[config.mk]
export PLATFORM = sky130hd
export DESIGN_NAME = hmm_obs_source
export DESIGN_NICKNAME = d
export VERILOG_FILES = /design/src/rtl/hmm_pkg.sv /design/src/rtl/obs_seq_buf.sv /design/src/rtl/hmm_obs_source.sv
export SDC_FILE = /design/constraint.sdc
export NUM_CORES = 1
export LEC_CHECK = 0
export BUFFER_PORTS_ARGS = -buffer_cell sky130_fd_sc_hd__buf_2
export CAP_MARGIN = 25
export CORE_ASPECT_RATIO = 0.8
export CORE_UTILIZATION = 57
export DETAILED_ROUTE_END_ITERATION = 10
export GPL_ROUTABILITY_DRIVEN = 0
export GPL_TIMING_DRIVEN = 1
export HOLD_SLACK_MARGIN = 0.06
export PLACE_DENSITY = 0.95
export SYNTH_ARGS = -nofsm -noshare
export SYNTH_HDL_FRONTEND = slang
export SYNTH_SLANG_ARGS = --single-unit
[constraint.sdc]
create_clock -name clk -period 2.31 [get_ports clk]
set_input_delay 0.462 -clock clk [delete_from_list [all_inputs] [get_ports clk]]
set_output_delay 0.462 -clock clk [all_outputs]
set_load 0.05 [all_outputs]
[src/rtl/hmm_pkg.sv]
// Shared constants and types for the Viterbi observation source and its integration code.
package hmm_pkg;
  localparam int OBS_W   = 2;
  localparam int STATE_W = 2;
  localparam int LEN_W   = 3;
  localparam int MAX_LEN = 7;

  typedef enum logic [2:0] {
    S_IDLE,
    S_START,
    S_GAP_W,
    S_SEND,
    S_WAIT_DONE
  } src_state_t;

  typedef logic [MAX_LEN*STATE_W-1:0] path_t;
endpackage

[src/rtl/obs_seq_buf.sv]
// Observation sequence register file: append-only write pointer (count), indexed read, bulk clear.
module obs_seq_buf #(
  parameter int MAX_LEN = 7,
  parameter int LEN_W   = 3,
  parameter int OBS_W   = 2
) (
  input  logic             clk,
  input  logic             rst,
  input  logic             i_wr_en,
  input  logic [OBS_W-1:0] i_wr_data,
  input  logic             i_clr,
  input  logic [LEN_W-1:0] i_rd_addr,
  output logic [OBS_W-1:0] o_rd_data,
  output logic [LEN_W-1:0] o_count,
  output logic             o_full
);
  logic [OBS_W-1:0] r_mem [MAX_LEN];
  logic [LEN_W-1:0] r_count;
  logic             w_wr;

  assign o_full  = (r_count == LEN_W'(MAX_LEN));
  assign o_count = r_count;
  assign w_wr    = i_wr_en && !o_full;

  always_ff @(posedge clk) begin
    if (rst) begin
      r_count <= '0;
    end else if (i_clr) begin
      r_count <= '0;
    end else if (w_wr) begin
      r_count <= r_count + LEN_W'(1);
    end
  end

  // Contents are intentionally not reset; only count qualifies them.
  always_ff @(posedge clk) begin
    if (w_wr) begin
      r_mem[r_count] <= i_wr_data;
    end
  end

  assign o_rd_data = (i_rd_addr < LEN_W'(MAX_LEN)) ? r_mem[i_rd_addr] : '0;
endmodule

[src/rtl/hmm_obs_source.sv]
// Drives the Viterbi decoder start/obs_valid protocol from a host-filled buffer and captures the path.
module hmm_obs_source #(
  parameter int MAX_LEN = hmm_pkg::MAX_LEN,
  parameter int LEN_W   = hmm_pkg::LEN_W,
  parameter int OBS_W   = hmm_pkg::OBS_W,
  parameter int STATE_W = hmm_pkg::STATE_W,
  parameter int GAP     = 1,
  parameter int TIMEOUT = 255
) (
  input  logic                       clk,
  input  logic                       rst,
  input  logic                       wr_en,
  input  logic [OBS_W-1:0]           wr_obs,
  input  logic                       go,
  output logic                       start,
  output logic [LEN_W-1:0]           length,
  output logic [OBS_W-1:0]           obs_in,
  output logic                       obs_valid,
  input  logic                       done,
  input  logic [MAX_LEN*STATE_W-1:0] path,
  output logic [MAX_LEN*STATE_W-1:0] path_out,
  output logic                       result_valid,
  output logic                       err,
  output logic                       busy,
  output logic [LEN_W-1:0]           count,
  output logic                       wr_full
);
  import hmm_pkg::*;

  localparam int GW = (GAP > 1) ? $clog2(GAP) : 1;
  localparam int TW = (TIMEOUT > 0) ? $clog2(TIMEOUT + 1) : 1;
  localparam logic [GW-1:0] GAP_LAST = (GAP > 0) ? GW'(GAP - 1) : '0;
  localparam logic [TW-1:0] TO_LAST  = TW'(TIMEOUT);

  src_state_t                 r_state, w_next;
  logic [LEN_W-1:0]           r_k, r_length, w_rd_addr;
  logic [OBS_W-1:0]           r_obs_in, w_rd_data;
  logic [GW-1:0]              r_gap;
  logic [TW-1:0]              r_wait;
  logic [MAX_LEN*STATE_W-1:0] r_path_out;
  logic                       r_result_valid, r_err;
  logic                       w_wr_ok, w_done_hit, w_timeout, w_clr;

  assign w_wr_ok    = (r_state == S_IDLE) && wr_en && !go;
  assign w_done_hit = (r_state == S_WAIT_DONE) && done;
  assign w_timeout  = (r_state == S_WAIT_DONE) && !done && (r_wait == TO_LAST);
  assign w_clr      = w_done_hit || w_timeout;
  // r_k always names the next observation to send; IDLE pre-reads entry 0 for START.
  assign w_rd_addr  = (r_state == S_IDLE) ? '0 : r_k;

  obs_seq_buf #(
    .MAX_LEN (MAX_LEN),
    .LEN_W   (LEN_W),
    .OBS_W   (OBS_W)
  ) u_buf (
    .clk       (clk),
    .rst       (rst),
    .i_wr_en   (w_wr_ok),
    .i_wr_data (wr_obs),
    .i_clr     (w_clr),
    .i_rd_addr (w_rd_addr),
    .o_rd_data (w_rd_data),
    .o_count   (count),
    .o_full    (wr_full)
  );

  always_ff @(posedge clk) begin
    if (rst) r_state <= S_IDLE;
    else     r_state <= w_next;
  end

  always_comb begin
    w_next = r_state;
    case (r_state)
      S_IDLE:      if (go && (count != '0)) w_next = S_START;
      S_START: begin
        if (r_length == LEN_W'(1)) w_next = S_WAIT_DONE;
        else if (GAP == 0)         w_next = S_SEND;
        else                       w_next = S_GAP_W;
      end
      S_GAP_W:     if (r_gap == GAP_LAST) w_next = S_SEND;
      S_SEND: begin
        if (r_k == r_length) w_next = S_WAIT_DONE;
        else if (GAP == 0)   w_next = S_SEND;
        else                 w_next = S_GAP_W;
      end
      S_WAIT_DONE: if (done || (r_wait == TO_LAST)) w_next = S_IDLE;
      default:     w_next = S_IDLE;
    endcase
  end

  always_comb begin
    start     = (r_state == S_START);
    obs_valid = (r_state == S_SEND);
    busy      = (r_state != S_IDLE);
  end

  always_ff @(posedge clk) begin
    if (rst) begin
      r_k            <= '0;
      r_length       <= '0;
      r_obs_in       <= '0;
      r_gap          <= '0;
      r_wait         <= '0;
      r_path_out     <= '0;
      r_result_valid <= 1'b0;
      r_err          <= 1'b0;
    end else begin
      r_result_valid <= 1'b0;
      r_err          <= 1'b0;
      if ((r_state == S_IDLE) && go) begin
        if (count == '0) begin
          r_err <= 1'b1;
        end else begin
          r_length <= count;
          r_k      <= LEN_W'(1);
          r_obs_in <= w_rd_data;
        end
      end
      if (w_next == S_SEND) begin
        r_obs_in <= w_rd_data;
        r_k      <= r_k + LEN_W'(1);
      end
      r_gap  <= (r_state == S_GAP_W) ? r_gap + GW'(1) : '0;
      r_wait <= (r_state == S_WAIT_DONE) ? r_wait + TW'(1) : '0;
      if (w_done_hit) begin
        r_path_out     <= path;
        r_result_valid <= 1'b1;
      end
      if (w_timeout) r_err <= 1'b1;
    end
  end

  assign length       = r_length;
  assign obs_in       = r_obs_in;
  assign path_out     = r_path_out;
  assign result_valid = r_result_valid;
  assign err          = r_err;
endmodule

# == Word-level counts from Yosys, hierarchy flattened ==
# Memory sizes are Yosys's and may differ from the RTL's.
# Cells that the tools add are included.
# totals
ff_bits,39
n_memories,1
ram_bits,14
out_inout_bits,28
in_bits,21
word_cells,72
# memory_table
name,words,width,rd,rd_clocked_by_memory_dff,wr,line_no,rtl
u_buf.r_mem,7,2,1,0,1,obs_seq_buf.sv:17,logic [OBS_W-1:0] r_mem [MAX_LEN];
# op_classes
muxes,20
n_eq_ne,10
n_lt_le_gt_ge,1
n_reduce_logical,23
addsub,4
n_bitwise,3
# ops
op,n
2-to-1 mux 3 bit,9
case mux 3 bit (5 select lines),1
== test 3 x 2 -> 1 bit (second input constant),3
adder 8 x 1 -> 8 bit (second input constant),1
== test 8 bit (second input constant),1
logical AND 1 bit,8
2-to-1 mux 2 bit,4
adder 3 x 1 -> 3 bit (second input constant),2
== test 3 x 1 -> 1 bit (second input constant),2
== test 3 bit (second input constant),2
zero test 3 bit,2
2-to-1 mux 1 bit,6
nonzero test 3 bit,2
OR reduction 2 bit,3
AND reduction 2 bit,2
== test 3 bit,1
zero test 1 bit,3
less-than comparator 3 bit (second input constant),1
NOT 1 bit,3
logical OR 1 bit,2
inequality test 2 x 1 -> 1 bit (second input constant),1
nonzero test 2 bit,1
adder 1 bit (second input constant),1

# == Longest topological paths before layout ==
# logic_depth
depth_word,7
depth_mapped,6
ltp_nobuf,6

# == By module ==
# From an unflattened synthesis, not the netlist that was laid out.
# hier_totals
hier_cells,232
hier_area_um2,2277.2
# modules_own_cells
module,cells_per_inst,area_each_um2,n_inst,seq_area_each_um2
hmm_obs_source,178,1517.7,1,720.7
obs_seq_buf,54,759.5,1,480.5

# == Least setup slack after synthesis ==
# Ideal clock, no wire load.
# synth_timing
path_kind,register to output
startpoint,register r_state[0]
endpoint,output port start
path_stages_with_launch,2
n_path_buf,0
t_required_ns,1.848
slack_ns,0.154
arrival_time_ns,1.694
cell_sequence,dfxtp_1 nor3b_1
# synth_via
elab_chain_len,1
# synth_lines
item,line_no,rtl
from (decl),hmm_obs_source.sv:35,"src_state_t r_state, w_next;"
from (signal assigned),hmm_obs_source.sv:69,else r_state <= w_next;
== test 3 x 1 -> 1 bit,hmm_obs_source.sv:93,start = (r_state == S_START);
to (decl),hmm_obs_source.sv:15,"output logic start,"
# No other way between the ends.

# == Worst setup path after layout ==
# Same ends and word-level chain as after synthesis.

==> qor.txt <==
==========================================================================================
Result of the run                                                             finished clean
Highest achievable clock rate                                                    517.5 MHz
Number of rows in the core area                                                         19
Share of synthesized registers carrying an async set or reset                           0%
Detailed Route Iter0 Violations                                                         77
Height of the die                                                                 57.90 um
Critical Path AT                                                                   1.47 ns
Crit-path max FO                                                                         7
CP Launch Type                                                                    register
Average cell area after synthesis                                                10.75 um2
Met2 wire length                                                                   2392 um
Synth unique cells                                                                      47
Deepest clock path buffer count                                                          2
Final Non-Filler Cells                                                                 309
Gr usage total                                                                      24.78%
Worst-case vdd ir drop                                                           0.5727 mV
Synth Register Bits                                                                     53
Net count after synthesis                                                              233
Final routed wirelength across all metal layers                                    4848 um
Number of cells after detailed placement                                               300
Minimum clock period                                                              1.933 ns
Global-route congestion overflow total                                                   0
Input/output buffers                                                                    48
Setup bufs post-CTS                                                                      0
Largest net degree at the start of global routing                                       19
DR DRC count                                                                             0
Max-slew headroom at the worst pin                                                  67.26%
Starting utilization of the core area                                               62.01%
Number of flops mapped to enable cells by yosys                                         14
Type of the worst min-delay path                                              input port to register
Most frequent standard cell in the layout excluding fill and tap cells        sky130_fd_sc_hd__buf_2
Final worst setup slack                                                          0.3775 ns
Global-route wire length before repair                                             7721 um
Clock tree from TritonCTS                                                             done
Die boundary width                                                                71.87 um
Number of placed I/O pins                                                               49
Post-synthesis sequential area ratio                                                53.96%
Area added between synthesis and finish                                             17.14%
Number of instances in the synthesized netlist                                         207
Setup WS pre-CTS                                                                 0.4246 ns
Layout Utilization                                                                  72.64%
Portion of synthesized cell area occupied by the leading cell type                  35.08%
Worst-margin pin slew                                                            0.4910 ns
Instance area after placement                                                 0.002492 mm2
Die area                                                                      0.004161 mm2
Number of slew-limit violations in the final report                                      0
Number of buffers created by CTS                                                         5
Count of inserted antenna diode cells                                                    0
Max Cap Violations                                                                       0
Number of global-route vias before repair                                            1,663
Count of vias placed by the detailed router                                          1,755
Antenna Violating Nets Remaining                                                         0
Metal3 WL                                                                           201 um
Drt wl/cell                                                                       15.69 um
CTS resizes                                                                              0
Final Instance Area                                                           0.002608 mm2
Power density cells                                                           692.7 mW/mm2
Root buf cell                                                                 sky130_fd_sc_hd__clkbuf_8
TritonCTS Sinks                                                                         53
Static leakage                                                                    1.104 nW
DRT Pass-1 Iters                                                                         4
P_sw                                                                             0.4431 mW
Share of total power in combinational logic                                          11.6%
Highest metal used                                                                    met4
Routed met1 length                                                                 2168 um
Net switching share of the total power                                              24.53%
Synth area leaders                                                            sky130_fd_sc_hd__dfxtp_1 35%, sky130_fd_sc_hd__edfxtp_1 19%, sky130_fd_sc_hd__a22o_1 5.5%
Clock edge transition at the registers on the reported setup and hold paths        0.09 ns
Antenna violations before repair                                                         0
Final clock period utilization by the worst path                                    83.66%
Netlist Area Pre-Place                                                        0.002226 mm2
Leading register cell type out of synthesis                                   sky130_fd_sc_hd__dfxtp_1
Clock insertion delay at the later pin of the skew report                          0.30 ns
Unrepaired setup endpoints after global routing                                      false
Fraction of power consumed by sequential logic                                       54.8%
Final HPWL from detailed placement                                                 3432 um
Most frequent cells in the layout                                             48 x sky130_fd_sc_hd__buf_2, 39 x sky130_fd_sc_hd__dfxtp_1, 23 x sky130_fd_sc_hd__nor2_1
Data required, critical path                                                       1.85 ns
Sum of negative setup slack                                                           0 ns
CTS hold repair buffers                                                                  0
Final Hold Viols                                                                         0
Cell type contributing the most total cell area after synthesis               sky130_fd_sc_hd__dfxtp_1
Internal power of the cells                                                       1.363 mW
Final #Nets                                                                            282
Clock power share                                                                    33.7%
Ratio of routed vias to standard cells                                               5.680
Classification of the worst setup path                                        register to primary output
Core outline area                                                             0.003590 mm2
Worst Clk Skew                                                                 0.005633 ns
Proportion of layout cells with a drive suffix above 1                              26.07%
Synthesis Warnings                                                                       0
Number of H-tree levels                                                                  2
Finish-stage setup viols                                                                 0
Capturing element type of the critical path                                   primary output
==========================================================================================
-- metal layers --
| metal | track usage (%) | up-vias |
|---|---|---|
| li1 | - | 854 |
| met1 | 31.56 | 840 |
| met2 | 40.97 | 52 |
| met3 | 5.043 | 9 |
| met4 | 11.76 | 0 |
| met5 | 0 | - |
-- layout make-up --
cell class,instances,area [um2]
inverters,5,18.77
clock inverters,2,35.03
clock buffers,6,72.57
multi-input cells,140,952.2
flip-flops and latches,53,1201
fillers,249,982.2
repair buffers,51,262.8
well taps,52,65.06
-- sequential cells by signal, indices dropped and copies added, names as in the netlist --
| name | flops |
|---|---|
| r_k | 3 |
| u_buf.o_count | 3 |
| result_valid | 1 |
| path_out | 14 |
| u_buf.r_mem | 14 |
| err | 1 |
| r_gap | 1 |
| obs_in | 2 |
| r_wait | 8 |
| length | 3 |
| r_state | 3 |
-- worst paths after layout --
kind / slack, ns / from / cells past startpoint / to
setup reg to reg: 0.50 / u_buf.o_count[1] / 5 / u_buf.r_mem[0][0]
hold / removal: 0.36 / path[4] / 2 / path_out[4]
setup / recovery: 0.38 / r_state[0] / 2 / start
hold reg to reg: 0.48 / r_wait[0] / 1 / r_wait[0]
-- cell usage after synthesis, types with 2 or more instances --
cell	n
sky130_fd_sc_hd__a211oi_1	2
sky130_fd_sc_hd__a21oi_1	11
sky130_fd_sc_hd__a22o_1	14
sky130_fd_sc_hd__buf_4	3
sky130_fd_sc_hd__clkbuf_1	3
sky130_fd_sc_hd__dfxtp_1	39
sky130_fd_sc_hd__edfxtp_1	14
sky130_fd_sc_hd__ha_1	5
sky130_fd_sc_hd__inv_1	4
sky130_fd_sc_hd__mux2i_1	6
sky130_fd_sc_hd__nand2_1	11
sky130_fd_sc_hd__nand2b_1	4
sky130_fd_sc_hd__nand3_1	9
sky130_fd_sc_hd__nand3b_1	4
sky130_fd_sc_hd__nand4_1	2
sky130_fd_sc_hd__nor2_1	23
sky130_fd_sc_hd__nor2b_1	5
sky130_fd_sc_hd__nor3_1	6
sky130_fd_sc_hd__nor3b_1	2
sky130_fd_sc_hd__nor4_1	2
sky130_fd_sc_hd__o21ai_0	3
sky130_fd_sc_hd__o21ai_1	2
sky130_fd_sc_hd__o31ai_1	2
sky130_fd_sc_hd__or3_1	3
sky130_fd_sc_hd__xnor2_1	2
sky130_fd_sc_hd__xor2_1	5
-- critical path, cell delays in order (launching register included) --
cell,delay [ns]
sky130_fd_sc_hd__dfxtp_1,0.53
sky130_fd_sc_hd__nor3b_1,0.31
sky130_fd_sc_hd__buf_2,0.33
-- power groups by stage --
stage	logic [mW]	clock network, mW	registers [mW]
4_1_cts	0.206	0.616	0.989
2_1_floorplan	0.118	0	1.04
3_5_place_dp	0.205	0	1.01
3_3_place_gp	0.198	0	1.01
5_1_grt	0.225	0.645	0.992
6_report	0.209	0.608	0.989
-- through the flow --
stage	hold slack [ns]	power [mW]
after floorplan	0.4297	1.156
after global placement	0.4425	1.207
after detailed placement	0.4594	1.215
after CTS	0.3574	1.811
after global routing	0.3606	1.861
final	0.3618	1.806
-- cell families after synthesis --
| group | count (synthesis) | synth area share, % |
|---|---|---|
| AOI/OAI and AO/OA | 43 | 14.50 |
| xor gates and xnor gates | 7 | 2.754 |
| adders and majority gates | 5 | 2.811 |
| buffers and inverters | 14 | 3.259 |
| DFF | 53 | 53.96 |
| muxes | 7 | 3.204 |
| and+or+nand+nor | 78 | 19.51 |
Note: power is estimated with default switching activity, not from simulation.
